**src/rtl/spi_master_engine.sv**
```systemverilog
// SPI mode-0 master: one 1..32-bit transfer per command, four chip selects, full duplex.
// Optional LSB-first ordering (cmd_lsb_first port) when SPI_MASTER_LSBF_EN is defined.
module spi_master_engine #(
  parameter int CLK_DIV  = 4,
  parameter int CS_SETUP = 2,
  parameter int CS_HOLD  = 2
) (
  input  logic        HCLK,
  input  logic        HRESET,
  input  logic        cmd_valid,
  output logic        cmd_ready,
  input  logic [31:0] cmd_data,
  input  logic [4:0]  cmd_len,
  input  logic [1:0]  cmd_cs,
`ifdef SPI_MASTER_LSBF_EN
  input  logic        cmd_lsb_first,
`endif
  output logic        rsp_valid,
  output logic [31:0] rsp_data,
  output logic        busy,
  output logic        spi_clk,
  output logic        spi_csn0,
  output logic        spi_csn1,
  output logic        spi_csn2,
  output logic        spi_csn3,
  output logic        spi_sdo0,
  input  logic        spi_sdi0
);
  localparam int CW = 16;
  localparam logic [CW-1:0] DIV_M1   = CW'(CLK_DIV - 1);
  localparam logic [CW-1:0] SETUP_M1 = CW'(CS_SETUP - 1);
  localparam logic [CW-1:0] HOLD_M1  = CW'(CS_HOLD - 1);

  typedef enum logic [2:0] {IDLE, SETUP, SCK_LO, SCK_HI, HOLD, DONE} state_t;

  state_t         state_q, state_d;
  logic [CW-1:0]  cnt_q, cnt_d;
  logic [4:0]     bits_q, bits_d;
  logic [4:0]     len_q, len_d;
  logic [1:0]     cs_q, cs_d;
  logic           lsb_q, lsb_d;
  logic [31:0]    tx_q, tx_d;
  logic [31:0]    rx_q, rx_d;
  logic [31:0]    rsp_q, rsp_d;
  logic           lsb_in;
  logic [31:0]    len_mask;
  logic           active;

`ifdef SPI_MASTER_LSBF_EN
  assign lsb_in = cmd_lsb_first;
`else
  assign lsb_in = 1'b0;
`endif

  assign len_mask = 32'hFFFF_FFFF >> (5'd31 - len_q);

  always_comb begin
    state_d = state_q;
    cnt_d   = cnt_q;
    bits_d  = bits_q;
    len_d   = len_q;
    cs_d    = cs_q;
    lsb_d   = lsb_q;
    tx_d    = tx_q;
    rx_d    = rx_q;
    rsp_d   = rsp_q;
    case (state_q)
      IDLE: if (cmd_valid) begin
        state_d = SETUP;
        cnt_d   = SETUP_M1;
        bits_d  = cmd_len;
        len_d   = cmd_len;
        cs_d    = cmd_cs;
        lsb_d   = lsb_in;
        // MSB-first parks the first bit at tx[31]; LSB-first shifts out of tx[0]
        tx_d    = lsb_in ? cmd_data : (cmd_data << (5'd31 - cmd_len));
        rx_d    = '0;
      end
      SETUP: if (cnt_q == '0) begin
        state_d = SCK_LO;
        cnt_d   = DIV_M1;
      end else cnt_d = cnt_q - 1'b1;
      SCK_LO: if (cnt_q == '0) begin
        state_d = SCK_HI;
        cnt_d   = DIV_M1;
        if (lsb_q) begin
          rx_d         = rx_q >> 1;
          rx_d[len_q]  = spi_sdi0;
        end else begin
          rx_d = {rx_q[30:0], spi_sdi0};
        end
      end else cnt_d = cnt_q - 1'b1;
      SCK_HI: if (cnt_q == '0) begin
        if (bits_q != '0) begin
          state_d = SCK_LO;
          cnt_d   = DIV_M1;
          bits_d  = bits_q - 1'b1;
          tx_d    = lsb_q ? (tx_q >> 1) : (tx_q << 1);
        end else begin
          state_d = HOLD;
          cnt_d   = HOLD_M1;
        end
      end else cnt_d = cnt_q - 1'b1;
      HOLD: if (cnt_q == '0) begin
        state_d = DONE;
        rsp_d   = rx_q & len_mask;
      end else cnt_d = cnt_q - 1'b1;
      DONE:    state_d = IDLE;
      default: state_d = IDLE;
    endcase
  end

  always_ff @(posedge HCLK or posedge HRESET) begin
    if (HRESET) begin
      state_q <= IDLE;
      cnt_q   <= '0;
      bits_q  <= '0;
      len_q   <= '0;
      cs_q    <= '0;
      lsb_q   <= 1'b0;
      tx_q    <= '0;
      rx_q    <= '0;
      rsp_q   <= '0;
    end else begin
      state_q <= state_d;
      cnt_q   <= cnt_d;
      bits_q  <= bits_d;
      len_q   <= len_d;
      cs_q    <= cs_d;
      lsb_q   <= lsb_d;
      tx_q    <= tx_d;
      rx_q    <= rx_d;
      rsp_q   <= rsp_d;
    end
  end

  // Outputs decode straight from state so an async reset clears the pads at once
  assign active    = (state_q == SETUP) || (state_q == SCK_LO) ||
                     (state_q == SCK_HI) || (state_q == HOLD);
  assign cmd_ready = (state_q == IDLE);
  assign busy      = (state_q != IDLE);
  assign rsp_valid = (state_q == DONE);
  assign rsp_data  = rsp_q;
  assign spi_clk   = (state_q == SCK_HI);
  assign spi_sdo0  = active & (lsb_q ? tx_q[0] : tx_q[31]);
  assign spi_csn0  = !(active && cs_q == 2'd0);
  assign spi_csn1  = !(active && cs_q == 2'd1);
  assign spi_csn2  = !(active && cs_q == 2'd2);
  assign spi_csn3  = !(active && cs_q == 2'd3);
endmodule
```
**config.mk**
```make
export PLATFORM = sky130hd
export DESIGN_NAME = spi_master_engine
export DESIGN_NICKNAME = d
export VERILOG_FILES = /design/src/rtl/spi_master_engine.sv
export SDC_FILE = /design/constraint.sdc
export NUM_CORES = 1
export LEC_CHECK = 0
export BUFFER_PORTS_ARGS = -buffer_cell sky130_fd_sc_hd__buf_2
export CAP_MARGIN = 20
export CORE_MARGIN = 2
export CORE_UTILIZATION = 40
export CTS_CLUSTER_SIZE = 30
export DETAILED_ROUTE_END_ITERATION = 10
export PLACE_DENSITY = 0.58
export SLEW_MARGIN = 15
export SYNTH_ARGS = -nofsm -noshare
export SYNTH_HDL_FRONTEND = slang
export SYNTH_SLANG_ARGS = --single-unit
```
**constraint.sdc**
```tcl
create_clock -name HCLK -period 5.7 [get_ports HCLK]
set_input_delay 1.14 -clock HCLK [delete_from_list [all_inputs] [get_ports HCLK]]
set_output_delay 1.14 -clock HCLK [all_outputs]
set_load 0.01 [all_outputs]
```
Word level (Yosys, flattened, before mapping)
Index checks and enable logic that the tools add are counted.
Cells by class
  $add $sub $neg: 4
  equal/unequal tests: 15
  shift-type cells: 2
  mux-type cells: 24
  bitwise logic cells: 2
  reductions and logical operators: 26
Operators with widths (count)
  2-to-1 mux 32 bit: 5
  one-hot mux 32 bit (2 select lines): 2
  2-to-1 mux 16 bit: 4
  one-hot mux 16 bit (4 select lines): 1
  AND 32 bit: 1
  << shifter 32 x 5 -> 32 bit: 1
  right shift 32 x 5 -> 32 bit (first input constant): 1
  2-to-1 mux 3 bit: 6
  logical NOT 16 bit: 1
  subtractor 16 x 1 -> 16 bit (second input constant): 1
  2-to-1 mux 5 bit: 3
  one-hot mux 3 bit (5 select lines): 1
  inequality test 2 bit (second input constant): 5
  one-hot mux 5 bit (2 select lines): 1
  subtractor 5 bit (first input constant): 2
  equality test 3 x 2 -> 1 bit (second input constant): 2
  equality test 3 bit (second input constant): 2
  AND reduction 3 bit: 2
  AND reduction 5 bit: 1
  nonzero test 5 bit: 1
  subtractor 5 x 1 -> 5 bit (second input constant): 1
  equality test 2 bit (second input constant): 2
  logical AND 1 bit: 4
  logical NOT 1 bit: 4
  other kinds (14): 19
Word-level totals
  flip-flop bits (word level): 127
  bits of input ports: 43
  word-level logic and storage cells: 81

Depth between registers and ports, before layout
Gate-level depths: netlist of run 1.
  depth in word-level cells: 6
  gate-level depth with buffers: 9

Worst setup path before layout of run 1
No wires, ideal clock.
  path kind: in2reg
  from: input port cmd_len[0]
  to: register tx_q[29]
  setup time: 131 ps
  arrival: 2776 ps
  required time: 5569 ps
  setup slack: 2793 ps
  cell stages on the path: 7
  path buffers: 2
  path through: buf_2 > buf_4 > mux2i_1 > mux2i_1 > mux4_2 > a221oi_1 > a31oi_1
Between the ends
  word-level cells in the longest chain between the ends: 4
RTL lines
  start: declaration: RTL line 13  | input logic [4:0] cmd_len,
  subtractor 5 bit: RTL line 76  | tx_d = lsb_in ? cmd_data : (cmd_data << (5'd31 - cmd_len));
  << shifter 32 x 5 -> 32 bit: RTL line 76
  2-to-1 mux 32 bit: RTL line 68  | IDLE: if (cmd_valid) begin
  one-hot mux 32 bit (2 select lines): RTL line 67  | case (state_q)
  end signal: assignment: RTL line 131  | tx_q <= tx_d;
  end: declaration: RTL line 42  | logic [31:0] tx_q, tx_d;
Every way passes these cells. The select of a mux whose other input is x is not followed.
A chain may end at the register's enable or synchronous reset.

Worst setup path in the final report of run 1
  from: register state_q[2]
  to: output port spi_clk
Between the ends
  word-level cells in the longest chain between the ends: 1
RTL lines
  start: declaration: RTL line 36  | state_t state_q, state_d;
  start signal: assignment: RTL line 125  | state_q <= state_d;
  equality test 3 x 2 -> 1 bit: RTL line 144  | assign spi_clk = (state_q == SCK_HI);
  end: declaration: RTL line 21  | output logic spi_clk,
Every way passes these cells.

==> results.md, run 1 <==
- Clk buf depth: 2
- Placer congestion estimate: 0.923
- Slew @ Worst Pin: 1120 ps
- Pre-CTS WS: 1790 ps
- Max Freq: 230 MHz
- Port Buffers: 83
- Die width: 141 µm
- Clk_lat worst skew: 420 ps
- Max cap viols: 0
- DRC violation total after the first TritonRoute iteration: 540
- Post-CTS Setup Bufs: 0
- Wirelength per Cell: 16.8 µm
- Std-Cell Rows: 49
- Critical Path RT: 4560 ps
- Syn Area/Cell: 8.70 µm²
- # clock sinks: 127
- Largest net degree at the start of global routing: 73
- Die area: 19,800 µm²
- Max Slew Vio Count: 0
- Sequential element share of the synthesized area: 42.6%
- CTS tree: yes
- Crit path cell chain: clkinv_1 > nand3_1 > buf_4 > clkinv_1 > buf_2
- Post-synth EDFFs: 0
- Final nets: 948
- RSZ-0062 raised after global routing: false
- Antenna Nets Post-Route: 0
- Fin. Hold Viols: 0
- Post-synthesis register bit count: 127
- Reg clk slew, reported paths: 60 ps
- Pwr Total: 3.24 mW
- Worst Path Arrival: 3220 ps
- Post-cts sizing count: 0
- Via density per instance: 5.67
- Slew margin rel.: 25.5%
- Origin of the worst min-delay path: rsp_data[13]
- First-pass GRT wire length: 32,300 µm
- HPWL Detailed: 13,300 µm
- Drt total wl: 19,200 µm
- Tot GR Track Use: 20.3%
- Library cells used by synthesis: 60
- Worst r2r path cells: 7
- Post-synth top area share: 42.6%
- Worst VDD drop: 0.173 mV
- Synthesized area: 7460 µm²
- Die Ht: 141 µm
- Drt first pass iters: 5
- Top_reg_cell synth: dfrtp_1
- Syn Nets: 905
- Area leader, netlist: dfrtp_1
- Top cell by count, worst path: clkinv_1
- Hold_buf cts: 0
- Pleak: 3.69 nW
- H-tree depth: 4
- Hold depth: 2
- Critical Path Sink Type: primary output
- Final period util: 76.4%
- Initial antenna violation count: 0
- Synth Instances: 858
- Inserted Diodes: 0
- # fillers: 1,766
- HP Class: reg -> reg
- Setup TNS: 0 ps
- Final worst slack: 1340 ps
- Initial core utilization: 41.1%
- Setup violators final: 0
- Final Critical Period: 4360 ps
- Area grow syn2layout: 15.5%
- Crit Reg-Reg Endpoint: tx_q[31]
- I/O Pins: 84
- Critical path peak fanout: 27
- Outcome: finished, final reports clean
- Reg2reg setup slack: 1660 ps
- Largest stage delay on the critical path: 900 ps
- Count leader, synth: nand2_1
- Core box area: 18,100 µm²
- CTS root buffer: clkbuf_16
- RR Startpoint: state_q[2]
- Pwr/cell area: 376 nW/µm²
- WHS Endpoint: rsp_data[13]
- GRT overflow: 0
- Setup CP Type: reg -> out
- Num CTS Buffers: 17
- Remaining DRCs: 0
- DR vias: 6,476
- Startpoint Class: flop
- Top post-synthesis cells by count: nand2_1, o21ai_0, dfrtp_1
- Critical-path top delay cell: dfrtp_1
- Layout cell share with drive strength beyond 1: 18.4%
- FFs w/ async S/R, synth: 100%
- Top area cells in the synthesized netlist: dfrtp_1, nand2_1, o21ai_0
- Number of global-route vias before repair: 6,178
- Clock Skew: 13.4 ps
- Synth warnings: 0
## per-stage QoR
stage / hold WS [ps] / utilization, % / instances / cell area (µm²)
floorplan: 443 / - / 858 / 7460
global placement: 457 / 44.0 / 1109 / 7980
detailed placement: 465 / 44.1 / 1110 / 8000
CTS: 479 / 47.4 / 1142 / 8600
global route: 497 / 47.5 / 1143 / 8620
finish: 471 / 47.5 / 1143 / 8620
## registers in the layout, summed over array words and instances (netlist names)
signal	cells
rsp_data	32
rx_q	32
tx_q	32
cnt_q	16
bits_q	5
len_q	5
state_q	3
cs_q	2
## power breakdown
part	internal (mW)	switching, mW	total (mW)	leakage, nW
combinational	0.341	0.501	0.842	1.73
clock	0.661	0.424	1.09	0.289
sequential	1.10	0.212	1.31	1.67
total	2.10	1.14	3.24	3.69
## cell type report
type | count | area (µm²) | share of cell area, %
clock buffers | 18 | 439 | 5.10
clock inverters | 14 | 158 | 1.83
inverters | 14 | 55.1 | 0.639
multi-input cells | 648 | 3990 | 46.2
flip-flops and latches | 127 | 3180 | 36.9
well taps | 229 | 287 | 3.33
repair buffers | 93 | 515 | 5.98
## critical path: cells and delay by family, from the launching register on
family | cells | cell delay, ps
and+or+nand+nor | 1 | 190
buffers and inverters | 4 | 1680
DFF | 1 | 900
## kinds of logic after synthesis
group	synth area share (%)
AND/OR/NAND/NOR	17.6
AO/OA/AOI/OAI	22.1
flip-flops	42.6
buffers and inverters	4.39
multiplexers	11.5
XOR/XNOR	1.06
adder cells (fa/ha/maj)	0.671
## cells in the final DEF, fill, tap and decap left out, types with 5 or more instances in the layout
cell type,count
a2111oi_0,8
a211oi_1,8
a21oi_1,28
a221oi_1,9
a22oi_1,8
a31oi_1,12
a32oi_1,6
and3_1,6
buf_2,83
buf_4,8
clkbuf_16,17
clkinv_4,5
dfrtp_1,127
inv_1,11
mux2_2,12
mux2i_1,32
mux4_2,18
nand2_1,173
nand3_1,22
nor2_1,53
nor3_1,19
o211ai_1,7
o21a_1,10
o21ai_0,128
o21ai_1,5
or3_1,8
xnor2_1,9
## layer usage
| layer | vias up | wire length, µm | GRT usage (%) |
|---|---|---|---|
| li1 | 3197 | - | - |
| met1 | 3065 | 9570 | 29.2 |
| met2 | 194 | 8570 | 31.6 |
| met3 | 20 | 792 | 2.68 |
| met4 | 0 | 320 | 7.16 |
| met5 | - | 0 | 0 |
## worst max-delay path by stage
| stage | start | endpoint | slack (ps) |
|---|---|---|---|
| 2_1_floorplan | HRESET | bits_q[0] | 1180 |
| 6_report | state_q[2] | spi_clk | 1340 |
| 5_1_grt | state_q[2] | spi_clk | 1130 |
| 3_3_place_gp | state_q[2] | tx_q[31] | 1820 |
| 4_1_cts | state_q[2] | spi_clk | 1400 |
| 3_5_place_dp | state_q[2] | tx_q[31] | 1790 |
(Power assumes the default switching activity.)
==> inputs of run 2 (changes only) <==
--- a/config.mk
+++ b/config.mk
@@ -5,6 +5,7 @@
 export SDC_FILE = /design/constraint.sdc
 export NUM_CORES = 1
 export LEC_CHECK = 0
+export ABC_AREA = 1
 export BUFFER_PORTS_ARGS = -buffer_cell sky130_fd_sc_hd__buf_2
 export CAP_MARGIN = 20
 export CORE_MARGIN = 2
==> constraint.sdc (replaced) <==
create_clock -name HCLK -period 4.2 [get_ports HCLK]
set_input_delay 0.84 -clock HCLK [delete_from_list [all_inputs] [get_ports HCLK]]
set_output_delay 0.84 -clock HCLK [all_outputs]
set_load 0.01 [all_outputs]
==> results.md, run 2 <==
- Outcome: finished, final reports clean
- Final nets: 1,211
- Post-synth top area share: 41.5%
- Initial antenna violation count: 0
- Via density per instance: 5.23
- Clk buf depth: 2
- Top post-synthesis cells by count: nand2_1, nand3_1, dfrtp_1
- Max cap viols: 0
- Most common cell after layout, fill and taps aside: nand2_1
- Post-synthesis register bit count: 127
- Pre-CTS WS: 1200 ps
- Critical Path Sink Type: primary output
- Share of total power in combinational logic: 8.6%
- Fin. Hold Viols: 0
- Area leader, netlist: dfrtp_1
- Pwr/cell area: 350 nW/µm²
- Die width: 142 µm
- Critical Path RT: 3360 ps
- Setup TNS: 0 ps
- Multi-input gate area: 3710 µm²
- Post-cts sizing count: 0
- Final worst slack: 1500 ps
- DRC violation total after the first TritonRoute iteration: 562
- Number of global-route vias before repair: 6,809
- Port Buffers: 83
- Commonest cells after routing, fill and taps aside: nand2_1, nand3_1, dfrtp_1, inv_1, nor2_1
- Synth Instances: 1,115
- Largest net degree at the start of global routing: 66
- Placer congestion estimate: 0.871
- Reg clk slew, reported paths: 60 ps
- Drt total wl: 21,100 µm
- Pleak: 4.40 nW
- Initial core utilization: 40.8%
- FFs w/ async S/R, synth: 100%
- Std-Cell Rows: 50
- Core box area: 18,800 µm²
- CTS root buffer: clkbuf_16
- RSZ-0062 raised after global routing: false
- Seq pwr share: 39.9%
- Register Area: 3180 µm²
- Syn Nets: 1,162
- Synth warnings: 0
- HP Class: reg -> reg
- CTS tree: yes
- GRT overflow: 0
- Slew @ Worst Pin: 1000 ps
- Wirelength per Cell: 15.0 µm
- Die Ht: 142 µm
- Hold depth: 2
- Library cells used by synthesis: 32
- Area grow syn2layout: 14.4%
- Tot GR Track Use: 21.5%
- Switch Pwr: 754 µW
- Final period util: 64.3%
- Remaining DRCs: 0
- Clock Power Share: 51.4%
- Pint: 2.31 mW
- Critical path peak fanout: 6
- Worst r2r path cells: 8
- Inserted Diodes: 0
- Max Slew Vio Count: 0
- # fillers: 1,948
- Post-synth EDFFs: 0
- Worst VDD drop: 0.298 mV
- Setup violators final: 0
- Count leader, synth: nand2_1
- Num CTS Buffers: 17
- Setup CP Type: reg -> out
- Layout cell share with drive strength beyond 1: 11.9%
- First-pass GRT wire length: 34,500 µm
- DP Cell Count: 1,379
- Max Freq: 370 MHz
- Synthesized area: 7650 µm²
- Fin cells: 1,411
- Top_reg_cell synth: dfrtp_1
- Die area: 20,300 µm²
- DR vias: 7,380
- Top area cells in the synthesized netlist: dfrtp_1, nand3_1, nand2_1
- Hold_buf cts: 0
- Fin util: 46.7%
- HPWL Detailed: 14,900 µm
- Clk_lat worst skew: 410 ps
- Final Critical Period: 2700 ps
- I/O Pins: 84
- Startpoint Class: flop
- # clock sinks: 127
- Drt first pass iters: 5
- Worst Path Arrival: 1860 ps
- Antenna Nets Post-Route: 0
- Clock Skew: 8.32 ps
- Sw Ratio: 24.6%
- Sequential element share of the synthesized area: 41.5%
- Syn Area/Cell: 6.87 µm²
- Post-CTS Setup Bufs: 0
- Pwr Total: 3.07 mW
- H-tree depth: 4
- Slew margin rel.: 33.0%
[run 2: cell types whose count changed after synthesis, sizes merged, moves of 18 or more]
| cell | change |
|---|---|
| buf | +28 |
| nor2 | +50 |
| nand2 | +93 |
| mux2i | -32 |
| mux4 | -18 |
| inv | +103 |
| o21ai | -24 |
| clkbuf | -34 |
| nand3 | +227 |
[run 2: cell families after synthesis]
kind of cell    Yosys count  share of synthesized area [%]
xor+xnor                  4                          0.458
buf+inv                 181                           10.1
simple gates            638                           36.3
compound gates          161                           11.0
fa+ha+maj                 4                          0.654
flops                   127                           41.5
[run 2: power by group through the flow]
stage                     Clock, mW  Sequential [mW]  Combinational [mW]
after global placement            0             1.25               0.267
after CTS                      1.61             1.22               0.267
final                          1.58             1.22               0.265
after global routing           1.67             1.22               0.300
after floorplan                   0             1.25               0.181
after detailed placement          0             1.25               0.266
[run 2: path summary, 6_finish.rpt]
| check | to | start | slack, ps |
|---|---|---|---|
| max in group asynchronous | rsp_data[31] | HRESET | 2840 |
| min in group asynchronous | rx_q[13] | HRESET | 500 |
| worst min register to register | rsp_data[5] | rsp_data[5] | 480 |
| worst min-delay path | rsp_data[5] | rsp_data[5] | 480 |
| worst max-delay path | spi_csn0 | state_q[1] | 1500 |
| worst max register to register | rx_q[11] | state_q[1] | 1940 |
[run 2: final cells by class]
| cell class | instances | share of cell area [%] |
|---|---|---|
| multi-input cells | 807 | 42.3 |
| flip-flops and latches | 127 | 36.3 |
| repair buffers | 93 | 5.74 |
| inverters | 118 | 5.10 |
| clock buffers | 19 | 5.06 |
| well taps | 234 | 3.34 |
| clock inverters | 13 | 2.14 |
[run 2: metal layers]
metal  vias to the layer above  track usage (%)  wire length, µm
met1                      3387             29.5             9960
met5                         -                0                0
met4                         0             7.03              435
met2                       198             34.6             9900
met3                        31             3.97              812
li1                       3764                -                -
[run 2: through the flow]
stage	hold WS [ps]	instance area [µm²]
global route	498	8760
floorplan	449	7660
detailed placement	466	8130
finish	476	8760
CTS	481	8760
global placement	462	8130
[run 2: worst max-delay path: stages (launching register included)]
cell,delay (ps)
dfrtp_1,440
nor2_2,210
nor2_1,100
nor2_1,270
inv_1,190
nand3_1,110
buf_2,130
==> inputs of run 3 (changes only) <==
--- a/config.mk
+++ b/config.mk
@@ -12,7 +12,7 @@
 export CORE_UTILIZATION = 40
 export CTS_CLUSTER_SIZE = 30
 export DETAILED_ROUTE_END_ITERATION = 10
-export PLACE_DENSITY = 0.58
+export PLACE_DENSITY = 0.6
 export SLEW_MARGIN = 15
 export SYNTH_ARGS = -nofsm -noshare
 export SYNTH_HDL_FRONTEND = slang
==> constraint.sdc (replaced) <==
create_clock -name HCLK -period 2.4 [get_ports HCLK]
set_input_delay 0.48 -clock HCLK [delete_from_list [all_inputs] [get_ports HCLK]]
set_output_delay 0.48 -clock HCLK [all_outputs]
set_load 0.01 [all_outputs]
==> results.md, run 3 (same netlist as run 2, synthesis figures left out) <==
- Met1 usage: 28.3%
- Drt total wl: 20,400 µm
- Grt peak-use layer: met2
- Port Buffers: 83
- Pleak: 4.47 nW
- Critical Path Sink Type: primary output
- DRC violation total after the first TritonRoute iteration: 424
- Reg clk slew, reported paths: 70 ps
- Clock Skew: 8.38 ps
- Antenna Nets Post-Route: 0
- M2 GR Usage: 34.2%
- Clk buf depth: 2
- Final period util: 94.3%
- Max cap viols: 0
- Crit Reg-Reg Endpoint: cnt_q[2]
- Final nets: 1,223
- Worst r2r path cells: 10
- Remaining DRCs: 0
- Initial antenna violation count: 0
- GRT overflow: 0
- Setup violators final: 0
- I/O Pins: 84
- Die width: 142 µm
- Worst VDD drop: 0.493 mV
- Std-Cell Rows: 50
- Drt first pass iters: 5
- Register Area: 3180 µm²
- Wirelength per Cell: 14.4 µm
- Number of global-route vias before repair: 6,902
- Die Ht: 142 µm
- Num CTS Buffers: 17
- Die area: 20,300 µm²
- CTS root buffer: clkbuf_16
- Startpoint Class: flop
- Top cell by count, worst path: buf_4
- DR vias: 7,374
- Slew margin rel.: 58.0%
- Most common cell after layout, fill and taps aside: nand2_1
- Placer congestion estimate: 0.910
- Worst Path Arrival: 1780 ps
- # fillers: 1,941
- HPWL Detailed: 14,900 µm
- Critical path peak fanout: 22
- Fin util: 47.3%
- Pwr/cell area: 587 nW/µm²
- Critical-path top delay cell: dfrtp_1
- RR Startpoint: cnt_q[0]
- Final Critical Period: 2260 ps
- Initial core utilization: 40.8%
- H-tree depth: 4
- Largest stage delay on the critical path: 470 ps
- Inserted Diodes: 0
- Multi-input gate area: 3710 µm²
- HP Class: in -> async
- Met3 GRT Util: 3.77%
- CTS tree: yes
- Largest net degree at the start of global routing: 66
- First-pass GRT wire length: 34,100 µm
- Setup CP Type: reg -> out
- Crit path cell chain: nand2_1 > nor2_2 > buf_4 > buf_4 > buf_2
- Pwr Total: 5.21 mW
- # clock sinks: 127
- Layout cell share with drive strength beyond 1: 13.0%
- Via density per instance: 5.18
- Final worst slack: 136 ps
- Clk_lat worst skew: 420 ps
- RSZ-0062 raised after global routing: false
- Reg2reg setup slack: 470 ps
- Max Freq: 442 MHz
- Pre-CTS WS: 487 ps
- Setup TNS: 0 ps
- Core box area: 18,800 µm²
- Max Slew Vio Count: 0
- Outcome: finished, final reports clean
- Area grow syn2layout: 16.0%
- Commonest cells after routing, fill and taps aside: nand2_1, nand3_1, dfrtp_1, inv_1, nor2_1
- Fin. Hold Viols: 0
- Slew @ Worst Pin: 628 ps
- Tot GR Track Use: 20.9%
- Critical Path RT: 1920 ps
-- run 3: worst max-delay path, delay by kind of cell (launching register included) --
| family | cells | cell delay [ps] |
|---|---|---|
| and+or+nand+nor | 2 | 260 |
| buffers and inverters | 3 | 630 |
| DFF | 1 | 470 |
-- run 3: final cells by class --
class,count,share of cell area [%]
inverter,118,5.03
multi-input combinational,807,41.8
sequential,127,35.8
tap,234,3.30
clock buffer,17,4.79
timing repair buffer,105,7.39
clock inverter,15,1.86
-- run 3: power by group --
| group | internal [mW] | switching [mW] | leakage [nW] | total (mW) |
|---|---|---|---|---|
| clock network | 1.48 | 1.12 | 0.287 | 2.60 |
| registers | 2.14 | 0 | 1.64 | 2.14 |
| logic | 0.151 | 0.323 | 2.55 | 0.475 |
-- run 3: worst max-delay path by stage --
| stage | to | slack [ps] | cells after the start | from |
|---|---|---|---|---|
| after global placement | tx_q[31] | 520 | 10 | cmd_len[1] |
| final | spi_clk | 140 | 5 | state_q[1] |
| after global routing | spi_csn3 | 10 | 7 | state_q[1] |
| after floorplan | bits_q[0] | 350 | 1 | HRESET |
| after detailed placement | cnt_q[2] | 490 | 10 | cnt_q[0] |
| after CTS | spi_csn0 | 80 | 6 | state_q[1] |
-- run 3: through the flow --
| step | cells | instance area [µm²] | hold WS (ps) |
|---|---|---|---|
| 4_1_cts | 1423 | 8870 | 133 |
| 6_report | 1423 | 8880 | 124 |
| 2_1_floorplan | 1115 | 7660 | 449 |
| 3_5_place_dp | 1391 | 8280 | 468 |
| 5_1_grt | 1423 | 8880 | 166 |
| 3_3_place_gp | 1391 | 8280 | 461 |
-- run 3: timing repair --
item	in CTS	in global routing
gates resized for setup	0	2
endpoints found under the setup margin	0	4
setup buffers	0	0
hold buffers	0	0
-- run 3: per-layer routing --
layer	routed length (µm)	up-vias	share of wire (%)
met5	0	-	0
met4	439	0	2.1
met3	760	29	3.7
met2	9550	175	47
met1	9670	3386	47
li1	-	3784	-
